### src/rtl/pipe_ctrl_if.sv
// rtl/pipe_ctrl_if.sv - pipeline control bundle between ex/bus/debug requesters and pipe_ctrl
//
// Purpose: groups the jump, hold, watchdog and counter signals of pipe_ctrl.
// Signal names keep the _i/_o suffix as seen from pipe_ctrl.
//   jump_addr_i    [ADDR_W] branch/jump target from ex
//   jump_ena_i     [1]      jump request from ex
//   hold_req_i     [N_SRC]  per-source hold requests, index 0 highest priority
//   wdt_clr_i      [1]      clears the sticky watchdog flag
//   jump_addr_o    [ADDR_W] target to pc/if_id
//   jump_ena_o     [1]      jump commit strobe
//   hold_flag_o    [1]      stall to if_id/id_ex
//   flush_o        [1]      bubble insertion to if_id/id_ex
//   hold_src_o     [SRC_W]  highest-priority active hold source
//   hold_timeout_o [1]      sticky watchdog flag
//   stall_cnt_o    [CNT_W]  stalled-cycle counter
//   jump_cnt_o     [CNT_W]  committed-jump counter
// Modports: slave = pipe_ctrl, master = the pipeline side.

interface pipe_ctrl_if #(
    parameter int ADDR_W = 32,
    parameter int N_SRC  = 3,
    parameter int CNT_W  = 32
) ();
    localparam int SRC_W = (N_SRC > 1) ? $clog2(N_SRC) : 1;

    logic [ADDR_W-1:0] jump_addr_i;
    logic              jump_ena_i;
    logic [N_SRC-1:0]  hold_req_i;
    logic              wdt_clr_i;

    logic [ADDR_W-1:0] jump_addr_o;
    logic              jump_ena_o;
    logic              hold_flag_o;
    logic              flush_o;
    logic [SRC_W-1:0]  hold_src_o;
    logic              hold_timeout_o;
    logic [CNT_W-1:0]  stall_cnt_o;
    logic [CNT_W-1:0]  jump_cnt_o;

    modport slave (
        input  jump_addr_i,
        input  jump_ena_i,
        input  hold_req_i,
        input  wdt_clr_i,
        output jump_addr_o,
        output jump_ena_o,
        output hold_flag_o,
        output flush_o,
        output hold_src_o,
        output hold_timeout_o,
        output stall_cnt_o,
        output jump_cnt_o
    );

    modport master (
        output jump_addr_i,
        output jump_ena_i,
        output hold_req_i,
        output wdt_clr_i,
        input  jump_addr_o,
        input  jump_ena_o,
        input  hold_flag_o,
        input  flush_o,
        input  hold_src_o,
        input  hold_timeout_o,
        input  stall_cnt_o,
        input  jump_cnt_o
    );
endinterface

### src/rtl/pipe_ctrl.sv
// rtl/pipe_ctrl.sv - pipeline jump/hold/flush controller with hold watchdog and perf counters
//
// Purpose: commits jumps from ex with zero latency when no hold is active,
// parks a jump while holds are active (first capture wins), inserts FLUSH_LEN
// bubbles per committed jump, reports the highest-priority hold source,
// flags holds that last TIMEOUT cycles, and counts stalls and jumps.
// Ports:
//   clk  rising-edge clock
//   rst  asynchronous active-high reset
//   ctrl pipe_ctrl_if.slave bundle (see rtl/pipe_ctrl_if.sv)
// Parameters: ADDR_W, N_SRC, FLUSH_LEN (1..8), TIMEOUT (2..65535), CNT_W.

module pipe_ctrl #(
    parameter int ADDR_W    = 32,
    parameter int N_SRC     = 3,
    parameter int FLUSH_LEN = 2,
    parameter int TIMEOUT   = 1024,
    parameter int CNT_W     = 32
) (
    input  logic         clk,
    input  logic         rst,
    pipe_ctrl_if.slave   ctrl
);
    localparam int          SRC_W  = (N_SRC > 1) ? $clog2(N_SRC) : 1;
    localparam logic [3:0]  BUB_LD = 4'(FLUSH_LEN - 1);
    localparam logic [15:0] TMO    = 16'(TIMEOUT);

    typedef enum logic [1:0] {
        ST_RUN   = 2'd0,
        ST_JPEND = 2'd1,
        ST_FLUSH = 2'd2
    } state_t;

    state_t            r_state;
    logic [3:0]        r_bub_cnt;
    logic [ADDR_W-1:0] r_jump_addr_q;
    logic [15:0]       r_hold_run;
    logic              r_timeout;
    logic [CNT_W-1:0]  r_stall_cnt;
    logic [CNT_W-1:0]  r_jump_cnt;

    logic              w_hold_any;
    logic              w_commit_new;
    logic              w_commit_pend;
    logic              w_commit;
    logic              w_flush;
    logic              w_hold_flag;
    logic              w_wdt_hit;
    logic [ADDR_W-1:0] w_jump_addr;
    logic [SRC_W-1:0]  w_hold_src;

    assign w_hold_any = |ctrl.hold_req_i;

    // A fresh jump is accepted in RUN and FLUSH; JPEND ignores new requests.
    assign w_commit_new  = (r_state != ST_JPEND) && ctrl.jump_ena_i && !w_hold_any;
    assign w_commit_pend = (r_state == ST_JPEND) && !w_hold_any;

    // Outputs are combinational so a jump commits in the cycle it arrives;
    // reset forces them low regardless of inputs.
    assign w_commit    = !rst && (w_commit_new || w_commit_pend);
    assign w_flush     = !rst && (w_commit || (r_state == ST_FLUSH));
    assign w_hold_flag = !rst && (w_hold_any || w_commit || w_flush || (r_state == ST_JPEND));
    assign w_jump_addr = rst           ? '0 :
                         w_commit_pend ? r_jump_addr_q : ctrl.jump_addr_i;

    // Lowest set index wins; scanning downward leaves the lowest one last.
    always_comb begin
        w_hold_src = '0;
        for (int i = N_SRC - 1; i >= 0; i--) begin
            if (ctrl.hold_req_i[i]) begin
                w_hold_src = SRC_W'(i);
            end
        end
    end

    // Flag rises together with the run counter reaching TIMEOUT.
    assign w_wdt_hit = w_hold_any && (r_hold_run >= (TMO - 16'd1));

    always_ff @(posedge clk or posedge rst) begin
        if (rst) begin
            r_state       <= ST_RUN;
            r_bub_cnt     <= '0;
            r_jump_addr_q <= '0;
        end else begin
            case (r_state)
                ST_RUN, ST_FLUSH: begin
                    if (ctrl.jump_ena_i) begin
                        // A newer jump overrides any bubbles still in flight.
                        if (w_hold_any) begin
                            r_jump_addr_q <= ctrl.jump_addr_i;
                            r_state       <= ST_JPEND;
                        end else if (FLUSH_LEN == 1) begin
                            r_state <= ST_RUN;
                        end else begin
                            r_state   <= ST_FLUSH;
                            r_bub_cnt <= BUB_LD;
                        end
                    end else if (r_state == ST_FLUSH) begin
                        if (r_bub_cnt <= 4'd1) begin
                            r_state <= ST_RUN;
                        end else begin
                            r_bub_cnt <= r_bub_cnt - 4'd1;
                        end
                    end
                end
                ST_JPEND: begin
                    if (!w_hold_any) begin
                        if (FLUSH_LEN == 1) begin
                            r_state <= ST_RUN;
                        end else begin
                            r_state   <= ST_FLUSH;
                            r_bub_cnt <= BUB_LD;
                        end
                    end
                end
                default: begin
                    r_state <= ST_RUN;
                end
            endcase
        end
    end

    always_ff @(posedge clk or posedge rst) begin
        if (rst) begin
            r_hold_run <= '0;
            r_timeout  <= 1'b0;
        end else begin
            if (!w_hold_any) begin
                r_hold_run <= '0;
            end else if (r_hold_run < TMO) begin
                r_hold_run <= r_hold_run + 16'd1;
            end
            // Clear has priority over a simultaneous set.
            if (ctrl.wdt_clr_i) begin
                r_timeout <= 1'b0;
            end else if (w_wdt_hit) begin
                r_timeout <= 1'b1;
            end
        end
    end

    always_ff @(posedge clk or posedge rst) begin
        if (rst) begin
            r_stall_cnt <= '0;
            r_jump_cnt  <= '0;
        end else begin
            if (w_hold_flag) begin
                r_stall_cnt <= r_stall_cnt + CNT_W'(1);
            end
            if (w_commit) begin
                r_jump_cnt <= r_jump_cnt + CNT_W'(1);
            end
        end
    end

    assign ctrl.jump_addr_o    = w_jump_addr;
    assign ctrl.jump_ena_o     = w_commit;
    assign ctrl.hold_flag_o    = w_hold_flag;
    assign ctrl.flush_o        = w_flush;
    assign ctrl.hold_src_o     = w_hold_src;
    assign ctrl.hold_timeout_o = r_timeout;
    assign ctrl.stall_cnt_o    = r_stall_cnt;
    assign ctrl.jump_cnt_o     = r_jump_cnt;

endmodule

### src/flat_wrapper.sv
// flat-port wrapper written by rule: the top's interface ports become plain ports
module pipe_ctrl_flat 
#(
    parameter int ADDR_W    = 32,
    parameter int N_SRC     = 3,
    parameter int FLUSH_LEN = 2,
    parameter int TIMEOUT   = 1024,
    parameter int CNT_W     = 32
)
  (clk, rst, ctrl_jump_addr_i, ctrl_jump_ena_i, ctrl_hold_req_i, ctrl_wdt_clr_i, ctrl_jump_addr_o, ctrl_jump_ena_o, ctrl_hold_flag_o, ctrl_flush_o, ctrl_hold_src_o, ctrl_hold_timeout_o, ctrl_stall_cnt_o, ctrl_jump_cnt_o);
  pipe_ctrl_if #(.ADDR_W(ADDR_W), .N_SRC(N_SRC), .CNT_W(CNT_W)) ctrl_i ();
  input  logic clk;
  input  logic rst;
  input wire logic [$bits(ctrl_i.jump_addr_i)-1:0] ctrl_jump_addr_i;
  input wire logic [$bits(ctrl_i.jump_ena_i)-1:0] ctrl_jump_ena_i;
  input wire logic [$bits(ctrl_i.hold_req_i)-1:0] ctrl_hold_req_i;
  input wire logic [$bits(ctrl_i.wdt_clr_i)-1:0] ctrl_wdt_clr_i;
  output wire logic [$bits(ctrl_i.jump_addr_o)-1:0] ctrl_jump_addr_o;
  output wire logic [$bits(ctrl_i.jump_ena_o)-1:0] ctrl_jump_ena_o;
  output wire logic [$bits(ctrl_i.hold_flag_o)-1:0] ctrl_hold_flag_o;
  output wire logic [$bits(ctrl_i.flush_o)-1:0] ctrl_flush_o;
  output wire logic [$bits(ctrl_i.hold_src_o)-1:0] ctrl_hold_src_o;
  output wire logic [$bits(ctrl_i.hold_timeout_o)-1:0] ctrl_hold_timeout_o;
  output wire logic [$bits(ctrl_i.stall_cnt_o)-1:0] ctrl_stall_cnt_o;
  output wire logic [$bits(ctrl_i.jump_cnt_o)-1:0] ctrl_jump_cnt_o;
  assign ctrl_i.jump_addr_i = ctrl_jump_addr_i;
  assign ctrl_i.jump_ena_i = ctrl_jump_ena_i;
  assign ctrl_i.hold_req_i = ctrl_hold_req_i;
  assign ctrl_i.wdt_clr_i = ctrl_wdt_clr_i;
  assign ctrl_jump_addr_o = ctrl_i.jump_addr_o;
  assign ctrl_jump_ena_o = ctrl_i.jump_ena_o;
  assign ctrl_hold_flag_o = ctrl_i.hold_flag_o;
  assign ctrl_flush_o = ctrl_i.flush_o;
  assign ctrl_hold_src_o = ctrl_i.hold_src_o;
  assign ctrl_hold_timeout_o = ctrl_i.hold_timeout_o;
  assign ctrl_stall_cnt_o = ctrl_i.stall_cnt_o;
  assign ctrl_jump_cnt_o = ctrl_i.jump_cnt_o;
  pipe_ctrl #(.ADDR_W(ADDR_W), .N_SRC(N_SRC), .FLUSH_LEN(FLUSH_LEN), .TIMEOUT(TIMEOUT), .CNT_W(CNT_W)) u_core (.clk(clk), .rst(rst), .ctrl(ctrl_i));
endmodule
### config.mk
export PLATFORM = sky130hd
export DESIGN_NAME = pipe_ctrl_flat
export DESIGN_NICKNAME = d
export VERILOG_FILES = /design/src/rtl/pipe_ctrl_if.sv /design/src/rtl/pipe_ctrl.sv /design/src/flat_wrapper.sv
export SDC_FILE = /design/constraint.sdc
export NUM_CORES = 1
export LEC_CHECK = 0
export BUFFER_PORTS_ARGS = -buffer_cell sky130_fd_sc_hd__buf_4
export CAP_MARGIN = 40
export CORE_UTILIZATION = 45
export DETAILED_ROUTE_END_ITERATION = 8
export GPL_TIMING_DRIVEN = 0
export PLACE_DENSITY = 0.73
export SETUP_SLACK_MARGIN = 0.05
export SYNTH_ARGS = -nofsm -noshare
export SYNTH_HDL_FRONTEND = slang
export SYNTH_SLANG_ARGS = --single-unit
### constraint.sdc
create_clock -name clk -period 4.2 [get_ports clk]
set_input_delay 0.63 -clock clk [delete_from_list [all_inputs] [get_ports clk]]
set_output_delay 0.63 -clock clk [all_outputs]
set_load 0.01 [all_outputs]
==> results.txt, run 1 <==
----------------------------------------------------
[Worst setup path]
  Data arrival at the endpoint of the critical path ... 2.28 ns
  Delay contributed by the slowest stage of the critical path ... about 0.36 ns
  Crit Reg-Reg Startpoint ... u_core.r_hold_run[12]
  Critical path required time ... 3.57 ns
  Maximum fanout encountered on the critical timing path ... 10
  Slack of the worst reg-to-reg path ... about 2.4 ns
  Critical R2R Capture ... u_core.r_hold_run[5]
  CP max stage cell ... sky130_fd_sc_hd__or3_1
  Type of element launching the critical path ... input port
  Critical Path Most Common Cell ... sky130_fd_sc_hd__buf_4
  Category of the worst setup path capture point ... output pin
  Sequence of cells on the critical path ... buf_4 > or3_1 > clkbuf_1 > nor2_2 > buf_4 > nand2_1 > a21oi_1 > buf_4
  Start-to-end type of the worst setup path ... in -> out
  Register-to-Register Path Depth ... 5
  Origin of the worst setup path ... ctrl_hold_req_i[1]

[GRT]
  Total overflow reported by the global router ... 0
  Maximum number of pins on one net before global-route repair ... 38
  Total GRT Usage ... 21.2%
  Antenna violations before repair ... 0
  Wire length of the first global-routing pass ... 21,900 um
  Via count of the first global-routing pass ... 4,504

[Power]
  Sequential cell fraction of total power ... between 40% and 50%
  Cell area power density ... 462 mW/mm^2
  Part of the power in the clock network ... 38.9%
  Combinational share of power ... 18.3%
  Leakage power ... 3.68 nW
  Internal Pwr Total ... 2.57 mW
  Fraction of power spent switching nets ... between 20% and 30%
  Net switching component of the power ... between 0.9 and 1 mW
  Maximum ir drop on the vdd rail ... 306 uV

[Synthesis]
  EDFF count, synth ... 0
  Largest cells by area after synthesis ... sky130_fd_sc_hd__dfrtp_1, sky130_fd_sc_hd__xnor2_1, sky130_fd_sc_hd__nand2_1
  Post-synthesis async set-or-reset flop share ... 100%
  Net Count, Synth ... 587
  Library cell with the largest summed area after synthesis ... sky130_fd_sc_hd__dfrtp_1
  Dominant synthesized flop cell ... sky130_fd_sc_hd__dfrtp_1
  Count of warnings emitted by yosys ... 0
  Number of instances in the synthesized netlist ... 543
  Post-Syn Area per Cell ... 10.6 um^2
  Flops & latches, synth ... 119
  Number of different library cells in the post-synthesis netlist ... 46
  Syn Std Cell Area ... 0.00574 mm^2
  Share of the yosys chip area belonging to registers ... 51.8%
  Area share of the largest cell type after synthesis ... between 50% and 60%

[Route]
  Iteration-0 DRC Markers ... approximately 280
  Detailed-route wire length ... roughly 13,000 um
  Vias ... 4,487
  Remaining routing DRC violations ... 0
  Number of search-and-repair iterations in the first detailed-routing pass ... 4
  Average wire per cell in the routed design ... 14.5 um
  Via density ... 5.09
  Number of nets still failing antenna checks after routing ... 0

[Worst hold path]
  Hold depth ... 2
  Worst min path class ... in -> reg
  Hold wc startpoint ... ctrl_jump_addr_i[20]
  Worst Hold Path EP ... u_core.r_jump_addr_q[20]

[Clock network]
  Clock root cell ... sky130_fd_sc_hd__clkbuf_16
  # resized after CTS ... 0
  Clk slew on worst S/H paths ... 0.05 ns
  H-Tree Level Count ... 4
  Clock network latency to the later pin of the worst-skew pair ... a little over 0.4 ns
  Total clock sinks ... 119
  TritonCTS clock tree ... built
  Post-CTS repair timing setup buffer count ... 0
  Post-cts hold buffer count ... 0
  TritonCTS buffer count ... 17
  Number of buffers on the longest clock path ... 2

[Timing]
  Transition time of the tightest slew-check pin ... 0.777 ns
  Worst setup slack after layout ... 1.29 ns
  Shortest clock period the worst path allows after layout ... 2.91 ns
  Maximum clock frequency ... 344 MHz
  Total setup violations reported at the end of the flow ... 0
  Unrepaired setup endpoints after global routing ... false
  Number of pins exceeding their max-slew limit in the final report ... 0
  Relative slew slack ... 48.2%
  Share of the clock period used by the worst path after layout ... 69.3%
  Final Hold Vio Count ... 0
  Total Neg Setup Slack ... 0 ns
  Worst clock skew on the final layout ... 0.00566 ns
  Smallest hold slack ... 0.447 ns

[Die]
  Boundary pin count ... 141
  DIE HEIGHT ... 115 um
  Die Footprint ... 0.0132 mm^2
  Die boundary width ... 115 um
  Core area ... 0.0122 mm^2
  Standard-cell row count ... 40
  Starting utilization of the core area ... 47.0%

[Final layout]
  Non-filler cells in the finished layout ... 882
  Count of inserted antenna diode cells ... 0
  Number of nets in the layout ... between 700 and 800
  Fraction of final layout cells with drive strength greater than 1 ... 32.6%
  Synthesis-to-layout area growth ... 32.7%

[Place]
  Count of buffers from port buffering ... 138
  Final RePlAce weighted congestion ... 0.781
  Hpwl dp ... 9310 um
  Worst slack at placement ... 1.30 ns
  Placed cell count ... around 850

[Run status]
  Run status ... finished, final reports clean

[Job]
  Max_cap viols ... 0

----------------------------------------------------
## through the flow
step / utilization [%] / power (mW) / cell area, um^2
after global placement: 57.3 / 2.11 / 6990
after global routing: 62.4 / 3.70 / 7620
after detailed placement: 57.8 / 2.17 / 7050
final: 62.4 / 3.52 / 7620
after CTS: 62.4 / 3.56 / 7620
after floorplan: - / 1.89 / 5750
## layer usage
layer / wire (um) / vias up / part of all wire (%) / track usage [%]
met2: 6340 / 108 / 49 / 35.0
met4: 139 / 0 / 1.1 / 8.40
met5: 0 / - / 0 / 0
met3: 605 / 14 / 4.7 / 5.64
li1: - / 2168 / - / -
met1: 5740 / 2197 / 45 / 26.5
## cell usage in the layout (no fill, tap or decap), drive strengths merged, types with 10 or more instances in the layout
| cell | n |
|---|---|
| nand3 | 29 |
| a21oi | 37 |
| nor2 | 40 |
| buf | 149 |
| xnor2 | 43 |
| nand2 | 92 |
| and2 | 12 |
| inv | 11 |
| xor2 | 29 |
| dfrtp | 119 |
| nand4 | 15 |
| clkbuf | 31 |
| mux2 | 35 |
| and3 | 10 |
## cell usage after synthesis, types with 2 or more instances
library cell and instances:
sky130_fd_sc_hd__buf_2 4, sky130_fd_sc_hd__nand2_1 92, sky130_fd_sc_hd__nor2b_1 3, sky130_fd_sc_hd__inv_1 11, sky130_fd_sc_hd__and2_1 12, sky130_fd_sc_hd__mux2_1 5, sky130_fd_sc_hd__nor4_4 4, sky130_fd_sc_hd__and4_1 8
sky130_fd_sc_hd__o21ai_0 4, sky130_fd_sc_hd__mux2_2 30, sky130_fd_sc_hd__dfrtp_1 119, sky130_fd_sc_hd__xor2_1 29, sky130_fd_sc_hd__or3_1 2, sky130_fd_sc_hd__nand4_1 13, sky130_fd_sc_hd__nand3_1 28, sky130_fd_sc_hd__nor3_1 2
sky130_fd_sc_hd__nand2b_1 3, sky130_fd_sc_hd__nor2_2 2, sky130_fd_sc_hd__nand4_2 2, sky130_fd_sc_hd__buf_4 4, sky130_fd_sc_hd__clkbuf_1 9, sky130_fd_sc_hd__a21oi_1 36, sky130_fd_sc_hd__and3_1 10, sky130_fd_sc_hd__nor2_1 38
sky130_fd_sc_hd__xnor2_1 43, sky130_fd_sc_hd__nor3_2 6, sky130_fd_sc_hd__ha_1 5
## logic make-up (layout without fill, tap and decap cells)
| group | count (synthesis) | count (layout) | synth area share (%) |
|---|---|---|---|
| buf+inv | 29 | 200 | 2.24 |
| fa+ha+maj | 5 | 5 | 1.09 |
| simple gates | 231 | 231 | 21.3 |
| compound gates | 51 | 51 | 5.51 |
| xor+xnor | 72 | 72 | 11.0 |
| flops | 119 | 119 | 51.8 |
| mux | 36 | 36 | 7.04 |
## sequential cells by signal (all words and copies together) (netlist names)
| signal | flops |
|---|---|
| u_core.ctrl.jump_cnt_o | 32 |
| u_core.ctrl.stall_cnt_o | 32 |
| u_core.r_jump_addr_q | 32 |
| u_core.r_hold_run | 16 |
| u_core.r_bub_cnt | 4 |
| u_core.r_state | 2 |
| u_core.ctrl.hold_timeout_o | 1 |
## critical path: cells and delay by family
family	cells	cell delay (ns)
buf+inv	4	0.74
compound gates	1	0.17
simple gates	3	0.73
## power by group through the flow
stage | Sequential, mW | Combinational (mW) | Clock, mW
after floorplan | 1.51 | 0.385 | 0
after global placement | 1.50 | 0.612 | 0
after detailed placement | 1.52 | 0.648 | 0
after CTS | 1.51 | 0.654 | 1.40
after global routing | 1.54 | 0.717 | 1.44
final | 1.51 | 0.642 | 1.37
## worst max path at each step
stage / slack (ns) / endpoint / cells past startpoint
CTS: 1.28 / ctrl_jump_addr_o[17] / 7
global placement: 0.71 / u_core.ctrl.jump_cnt_o[18] / 3
global route: 1.14 / ctrl_jump_addr_o[17] / 7
detailed placement: 1.30 / ctrl_jump_addr_o[1] / 7
finish: 1.29 / ctrl_jump_addr_o[17] / 8
floorplan: 1.56 / u_core.ctrl.hold_timeout_o / 3
## layout make-up
type,count,area (um^2)
multi-input combinational,395,2640
clock buffer,22,494
clock inverter,8,72.6
sequential,119,2980
inverter,12,48.8
buffer,17,83.8
timing repair buffer,141,1100
fill,1050,4590
tap,168,210
Note: power is estimated with default switching activity, not from simulation.
==> run 2: changes to the inputs <==
--- a/config.mk
+++ b/config.mk
@@ -10,7 +10,7 @@
 export CORE_UTILIZATION = 45
 export DETAILED_ROUTE_END_ITERATION = 8
 export GPL_TIMING_DRIVEN = 0
-export PLACE_DENSITY = 0.73
+export PLACE_DENSITY = 0.7
 export SETUP_SLACK_MARGIN = 0.05
 export SYNTH_ARGS = -nofsm -noshare
 export SYNTH_HDL_FRONTEND = slang
==> constraint.sdc (replaced) <==
create_clock -name clk -period 2.73 [get_ports clk]
set_input_delay 0.4095 -clock clk [delete_from_list [all_inputs] [get_ports clk]]
set_output_delay 0.4095 -clock clk [all_outputs]
set_load 0.01 [all_outputs]
==> run 2 against run 1 <==
Net effect:
- power up 57%
- core utilization up 0.30 points
- highest routed layer unchanged
- critical path depth down 1
- non-clock buffer count unchanged
- largest cell class unchanged
- wire length down 1.8%
- first-iteration DRC count down 27%
- largest power group unchanged
- combinational power up 50%
- count of clock-buffer cells in the layout unchanged
==> results.txt, run 2 (synthesized netlist as in run 1, its figures left out) <==
----------------------------------------------------
[Die]
  Core area ... 0.0122 mm^2 (unchanged)
  Boundary pin count ... 141 (unchanged)
  DIE HEIGHT ... 115 um (unchanged)
  Standard-cell row count ... 40 (unchanged)
  Starting utilization of the core area ... 47.0% (unchanged)
  Die Footprint ... 0.0132 mm^2 (unchanged)
  Die boundary width ... 115 um (unchanged)

[Final layout]
  Fraction of final layout cells with drive strength greater than 1 ... 33.0% (+0.33 points)
  Synthesis-to-layout area growth ... 33.3%
  Number of nets in the layout ... 747 (unchanged)
  Non-filler cells in the finished layout ... 884 (+0.23%)
  Count of inserted antenna diode cells ... 0 (unchanged)
  Leading cell type in the layout, fill and taps excluded ... sky130_fd_sc_hd__buf_4
  Top library cells by usage in the layout, fill and taps aside ... sky130_fd_sc_hd__buf_4, sky130_fd_sc_hd__dfrtp_1, sky130_fd_sc_hd__nand2_1

[Timing]
  Maximum clock frequency ... 402 MHz
  Relative slew slack ... 48.1% (-0.11 points)
  Shortest clock period the worst path allows after layout ... 2.49 ns
  Final Hold Vio Count ... 0 (unchanged)
  Unrepaired setup endpoints after global routing ... false
  Share of the clock period used by the worst path after layout ... 91.1%
  Smallest hold slack ... 0.220 ns (-0.227 ns)
  Worst clock skew on the final layout ... 0.0103 ns (+0.00465 ns)
  Total setup violations reported at the end of the flow ... 0 (unchanged)
  Number of pins exceeding their max-slew limit in the final report ... 0 (unchanged)
  Transition time of the tightest slew-check pin ... 0.779 ns (+0.00171 ns)

[Worst hold path]
  Worst Hold Path EP ... u_core.r_jump_addr_q[0]
  Worst min path class ... in -> reg
  Hold depth ... 2 (unchanged)
  Hold wc startpoint ... ctrl_jump_addr_i[0]

[GRT]
  Total GRT Usage ... 20.5% (-0.75 points)
  Layer with the highest usage ... met2
  Via count of the first global-routing pass ... 4,485 (-0.42%)
  Antenna violations before repair ... 0 (unchanged)
  Maximum number of pins on one net before global-route repair ... 38 (unchanged)
  Met3 demand-to-capacity share in global routing ... 7.17% (+1.5 points)
  Wire length of the first global-routing pass ... 21,000 um (-4.3%)
  Global-route track usage on met1 ... 25.2% (-1.3 points)
  Total overflow reported by the global router ... 0 (unchanged)
  Met2 Usage GRT ... 33.8% (-1.2 points)

[Place]
  Final RePlAce weighted congestion ... 0.759 (-2.9%)
  Count of buffers from port buffering ... 138 (unchanged)
  Hpwl dp ... 9240 um (-0.74%)
  Placed cell count ... 852 (unchanged)

[Clock network]
  Total clock sinks ... 119 (unchanged)
  Clock root cell ... sky130_fd_sc_hd__clkbuf_16
  Clock network latency to the later pin of the worst-skew pair ... 0.42 ns (about the same)
  # resized after CTS ... 0 (unchanged)
  H-Tree Level Count ... 4 (unchanged)
  TritonCTS buffer count ... 17 (unchanged)
  Post-CTS repair timing setup buffer count ... 0 (unchanged)
  Clk slew on worst S/H paths ... 0.05 ns (about the same)
  Number of buffers on the longest clock path ... 2 (unchanged)
  TritonCTS clock tree ... built
  Post-cts hold buffer count ... 0 (unchanged)

[Worst setup path]
  CP max stage cell ... sky130_fd_sc_hd__dfrtp_1
  Maximum fanout encountered on the critical timing path ... 10 (unchanged)
  Register-to-Register Path Depth ... 5 (unchanged)
  Crit Reg-Reg Startpoint ... u_core.r_hold_run[12]
  Type of element launching the critical path ... register
  Category of the worst setup path capture point ... output pin
  Delay contributed by the slowest stage of the critical path ... 0.35 ns (about the same)
  Start-to-end type of the worst setup path ... reg -> out
  Critical R2R Capture ... u_core.r_hold_run[5]
  Sequence of cells on the critical path ... buf_4 > nor2b_1 > nand2_1 > clkbuf_2 > nand2_1 > a21oi_1 > buf_4
  Critical path required time ... 2.32 ns (-1.25 ns)
  Gate family responsible for the most delay along the worst path ... buffers and inverters
  Data arrival at the endpoint of the critical path ... 2.08 ns (-0.20 ns)
  Slack of the worst reg-to-reg path ... 0.89 ns (-1.47 ns)
  Bufs and invs on worst path ... 3 (-1)

[Power]
  Cell area power density ... 721 mW/mm^2 (+56%)
  Maximum ir drop on the vdd rail ... 442 uV (+44%)
  Leakage power ... 3.72 nW (+0.96%)

[Route]
  Remaining routing DRC violations ... 0 (unchanged)
  Vias ... 4,452 (-0.78%)
  Number of search-and-repair iterations in the first detailed-routing pass ... 4 (unchanged)
  Via density ... 5.04 (-1.0%)
  Iteration-0 DRC Markers ... 206 (-27%)
  Number of nets still failing antenna checks after routing ... 0 (unchanged)
  Detailed-route wire length ... 12,600 um (-1.8%)
  Average wire per cell in the routed design ... 14.3 um (-2.0%)

[Run status]
  Run status ... finished, final reports clean

[Job]
  Max_cap viols ... 0 (unchanged)

----------------------------------------------------
[run 2: cell count changes in the layout (fill, tap and decap cells not counted), sizes merged]
cell      previous run  this run
bufinv               1         3
clkinvlp             4         1
clkinv               4         7
[run 2: layout make-up]
class | count | area, um^2
clock buffer | 22 | 474
buffer | 17 | 87.6
sequential | 119 | 2980
inverter | 12 | 48.8
timing repair buffer | 141 | 1100
clock inverter | 10 | 125
fill | 1028 | 4550
tap | 168 | 210
multi-input combinational | 395 | 2640
[run 2: metal layers]
| metal | vias to the layer above | part of all wire, % |
|---|---|---|
| li1 | 2166 | - |
| met1 | 2155 | 45 |
| met2 | 117 | 48 |
| met3 | 14 | 5.9 |
| met4 | 0 | 1.1 |
| met5 | - | 0 |
[run 2: worst max-delay path by stage]
stage / from / to / slack (ns) / depth (start not counted)
4_1_cts: u_core.r_state[0] / ctrl_jump_addr_o[30] / 0.09 / 7
5_1_grt: u_core.r_state[0] / ctrl_jump_addr_o[19] / 0.11 / 7
3_5_place_dp: ctrl_hold_req_i[1] / ctrl_jump_addr_o[1] / 0.25 / 7
3_3_place_gp: rst / u_core.ctrl.jump_cnt_o[18] / -0.58 / 3
6_report: u_core.r_state[0] / ctrl_jump_addr_o[17] / 0.24 / 7
2_1_floorplan: rst / u_core.ctrl.hold_timeout_o / 0.31 / 3
[run 2: per-stage QoR]
step	setup slack [ns]	setup TNS [ns]	power [mW]	util [%]	instance area (um^2)
2_1_floorplan	0.306	0	2.91	-	5750
3_3_place_gp	-0.576	-67.61	3.25	57.3	6990
3_5_place_dp	0.252	0	3.31	57.8	7050
4_1_cts	0.0870	0	5.59	62.7	7650
5_1_grt	0.113	0	5.81	62.7	7660
6_report	0.244	0	5.52	62.7	7660
[run 2: report_power, final]
group / leakage [nW] / switching (mW) / internal (mW)
registers: 1.53 / 0.236 / 2.08
logic: 1.88 / 0.450 / 0.516
clock network: 0.303 / 0.747 / 1.49
total: 3.72 / 1.43 / 4.09
==> run 3: changes to the inputs <==
--- a/config.mk
+++ b/config.mk
@@ -5,12 +5,13 @@
 export SDC_FILE = /design/constraint.sdc
 export NUM_CORES = 1
 export LEC_CHECK = 0
+export ABC_AREA = 1
 export BUFFER_PORTS_ARGS = -buffer_cell sky130_fd_sc_hd__buf_4
 export CAP_MARGIN = 40
 export CORE_UTILIZATION = 45
 export DETAILED_ROUTE_END_ITERATION = 8
 export GPL_TIMING_DRIVEN = 0
-export PLACE_DENSITY = 0.7
+export PLACE_DENSITY = 0.69
 export SETUP_SLACK_MARGIN = 0.05
 export SYNTH_ARGS = -nofsm -noshare
 export SYNTH_HDL_FRONTEND = slang
==> run 3 against run 2 <==
Net effect:
- register-to-register slack hardly changed
- via count is 43% higher
- critical endpoint is now ctrl_jump_addr_o[27]
- worst setup slack better by 0.0078 ns
- sequential power is 7% higher
- highest routed layer unchanged
==> results.txt, run 3 <==
----------------------------------------------------
[Route]
  Detailed-route wire length ... 16,500 um (+31%)
  Via density ... 4.87 (-3.2%)
  Number of nets still failing antenna checks after routing ... 0 (unchanged)
  Number of search-and-repair iterations in the first detailed-routing pass ... 5 (+1)
  Vias ... 6,385 (+43%)
  Average wire per cell in the routed design ... 12.6 um (-12%)
  Iteration-0 DRC Markers ... 412 (+100%)
  Remaining routing DRC violations ... 0 (unchanged)

[Synthesis]
  Area share of the largest cell type after synthesis ... 44.4% (-7.4 points)
  EDFF count, synth ... 0 (unchanged)
  Largest cells by area after synthesis ... sky130_fd_sc_hd__dfrtp_1, sky130_fd_sc_hd__nand2_1, sky130_fd_sc_hd__inv_1
  Top cell types by occurrence after synthesis ... sky130_fd_sc_hd__nand2_1, sky130_fd_sc_hd__dfrtp_1, sky130_fd_sc_hd__inv_1, sky130_fd_sc_hd__nor2_1, sky130_fd_sc_hd__o21ai_0
  Post-synthesis async set-or-reset flop share ... 100% (unchanged)
  Share of the yosys chip area belonging to registers ... 44.4% (-7.4 points)
  Net Count, Synth ... 997 (+70%)
  Most frequently used cell type in the post-synthesis netlist ... sky130_fd_sc_hd__nand2_1
  Flops & latches, synth ... 119 (unchanged)
  Syn Std Cell Area ... 0.00670 mm^2 (+17%)
  Dominant synthesized flop cell ... sky130_fd_sc_hd__dfrtp_1
  Number of different library cells in the post-synthesis netlist ... 28 (-39%)
  Library cell with the largest summed area after synthesis ... sky130_fd_sc_hd__dfrtp_1
  Count of warnings emitted by yosys ... 0 (unchanged)
  Number of instances in the synthesized netlist ... 953 (+76%)
  Post-Syn Area per Cell ... 7.03 um^2 (-34%)

[Job]
  Max_cap viols ... 0 (unchanged)

[Place]
  Hpwl dp ... 12,100 um (+30%)
  Final RePlAce weighted congestion ... 0.874 (+15%)
  Count of buffers from port buffering ... 140 (+1.4%)

[Clock network]
  TritonCTS clock tree ... built
  H-Tree Level Count ... 4 (unchanged)
  Post-CTS repair timing setup buffer count ... 0 (unchanged)
  Post-cts hold buffer count ... 0 (unchanged)
  Clock root cell ... sky130_fd_sc_hd__clkbuf_16
  TritonCTS buffer count ... 17 (unchanged)
  Number of buffers on the longest clock path ... 2 (unchanged)
  # resized after CTS ... 0 (unchanged)
  Clock network latency to the later pin of the worst-skew pair ... 0.42 ns (about the same)
  Total clock sinks ... 119 (unchanged)
  Clk slew on worst S/H paths ... 0.05 ns (about the same)

[Final layout]
  Count of inserted antenna diode cells ... 0 (unchanged)
  Synthesis-to-layout area growth ... 28.4%
  Utilization of the core after routing ... 59.2% (-3.5 points)
  Leading cell type in the layout, fill and taps excluded ... sky130_fd_sc_hd__nand2_1
  Number of nets in the layout ... 1,157 (+55%)
  Top library cells by usage in the layout, fill and taps aside ... sky130_fd_sc_hd__nand2_1, sky130_fd_sc_hd__buf_4, sky130_fd_sc_hd__dfrtp_1
  Fraction of final layout cells with drive strength greater than 1 ... 18.0% (-15 points)

[Worst setup path]
  Maximum fanout encountered on the critical timing path ... 80 (+70)
  Origin of the worst setup path ... rst
  Register-to-Register Path Depth ... 8 (+3)
  Type of element launching the critical path ... input port
  Data arrival at the endpoint of the critical path ... 2.07 ns (about the same)
  Slack of the worst reg-to-reg path ... 0.88 ns (about the same)
  Category of the worst setup path capture point ... output pin
  Start-to-end type of the worst setup path ... in -> out
  Crit Reg-Reg Startpoint ... u_core.ctrl.stall_cnt_o[0]
  Critical R2R Capture ... u_core.ctrl.stall_cnt_o[20]
  Critical path required time ... 2.32 ns (about the same)

[GRT]
  Wire length of the first global-routing pass ... 27,200 um (+30%)
  Via count of the first global-routing pass ... 5,690 (+27%)
  Maximum number of pins on one net before global-route repair ... 81 (+110%)
  Antenna violations before repair ... 0 (unchanged)
  Total GRT Usage ... 22.9% (+2.4 points)
  Total overflow reported by the global router ... 0 (unchanged)

[Power]
  Sequential cell fraction of total power ... 41.8% (about the same)
  Internal Pwr Total ... 4.11 mW (+0.57%)
  Part of the power in the clock network ... 37.5% (-3.1 points)
  Leakage power ... 4.31 nW (+16%)
  Maximum ir drop on the vdd rail ... 471 uV (+6.4%)
  Combinational share of power ... 20.7% (+3.2 points)
  Fraction of power spent switching nets ... 30.6% (+4.6 points)
  Cell area power density ... 688 mW/mm^2 (-4.6%)
  Net switching component of the power ... 1.81 mW (+26%)

[Worst hold path]
  Hold depth ... 2 (unchanged)
  Hold wc startpoint ... ctrl_wdt_clr_i
  Worst min path class ... in -> reg
  Worst Hold Path EP ... u_core.ctrl.hold_timeout_o

[Timing]
  Worst clock skew on the final layout ... 0.00750 ns (-0.00281 ns)
  Total setup violations reported at the end of the flow ... 0 (unchanged)
  Total Neg Setup Slack ... 0 ns (unchanged)
  Maximum clock frequency ... 403 MHz (+0.31%)
  Shortest clock period the worst path allows after layout ... 2.48 ns (-0.00780 ns)
  Share of the clock period used by the worst path after layout ... 90.8% (-0.29 points)
  Number of pins exceeding their max-slew limit in the final report ... 0 (unchanged)
  Relative slew slack ... 67.9% (+20 points)
  Unrepaired setup endpoints after global routing ... false
  Smallest hold slack ... 0.130 ns (-0.0901 ns)
  Final Hold Vio Count ... 0 (unchanged)
  Transition time of the tightest slew-check pin ... 0.481 ns (-0.297 ns)

[Die]
  Standard-cell row count ... 44 (+10%)
  Starting utilization of the core area ... 46.1% (-0.94 points)
  Boundary pin count ... 141 (unchanged)
  DIE HEIGHT ... 124 um (+7.9%)
  Die Footprint ... 0.0154 mm^2 (+16%)
  Core area ... 0.0145 mm^2 (+19%)
  Die boundary width ... 124 um (+7.9%)

[Run status]
  Run status ... finished, final reports clean

----------------------------------------------------
[run 3: cell type report]
type / instances / area [um^2]
timing repair buffer: 141 / 1080
clock buffer: 24 / 492
sequential: 119 / 2980
fill: 1401 / 5930
clock inverter: 8 / 95.1
inverter: 111 / 417
tap: 184 / 230
buffer: 28 / 158
multi-input combinational: 695 / 3160
[run 3: worst max path at each step]
stage,cells after the start,to
floorplan,5,ctrl_jump_addr_o[22]
global placement,7,ctrl_jump_addr_o[30]
detailed placement,8,ctrl_jump_addr_o[27]
CTS,8,ctrl_jump_addr_o[27]
global route,8,ctrl_jump_addr_o[24]
finish,8,ctrl_jump_addr_o[27]
[run 3: logic make-up (layout without fill, tap and decap cells)]
family                   after synthesis  count (layout)  share of synthesized area (%)
AO/OA/AOI/OAI                        122             122                           9.19
buffers and inverters                139             312                           8.42
flip-flops                           119             119                           44.4
adder cells (fa/ha/maj)                5               5                          0.934
AND/OR/NAND/NOR                      533             533                           32.4
XOR/XNOR                              35              35                           4.58
[run 3: power groups by stage]
stage               Sequential, mW  Clock (mW)  Combinational, mW
floorplan                     2.44           0              0.792
global placement              2.48           0               1.21
detailed placement            2.48           0               1.25
CTS                           2.47        2.26               1.25
global route                  2.53        2.35               1.41
finish                        2.47        2.22               1.23
[run 3: critical path, stage by stage]
cell and delay, ns:
sky130_fd_sc_hd__buf_4 0.11, sky130_fd_sc_hd__inv_2 0.06, sky130_fd_sc_hd__buf_4 0.19, sky130_fd_sc_hd__clkbuf_8 0.40, sky130_fd_sc_hd__buf_16 0.38, sky130_fd_sc_hd__o21ai_0 0.16, sky130_fd_sc_hd__a21oi_1 0.18, sky130_fd_sc_hd__buf_4 0.15
[run 3: metrics by stage]
stage / instance area (um^2) / worst slack [ns] / power [mW] / std cells
CTS: 8610 / 0.192 / 5.98 / 1310
floorplan: 6700 / 0.199 / 3.23 / 953
global placement: 7990 / -0.562 / 3.69 / 1277
finish: 8610 / 0.251 / 5.92 / 1310
global route: 8610 / 0.0514 / 6.29 / 1310
detailed placement: 8020 / 0.205 / 3.73 / 1278
[run 3: routing by layer]
layer	part of all wire, %	track usage [%]	routed length (um)
met1	48	31.3	7930
met2	45	34.7	7410
met3	5.3	6.23	872
met4	1.5	8.18	250
met5	0	0	0
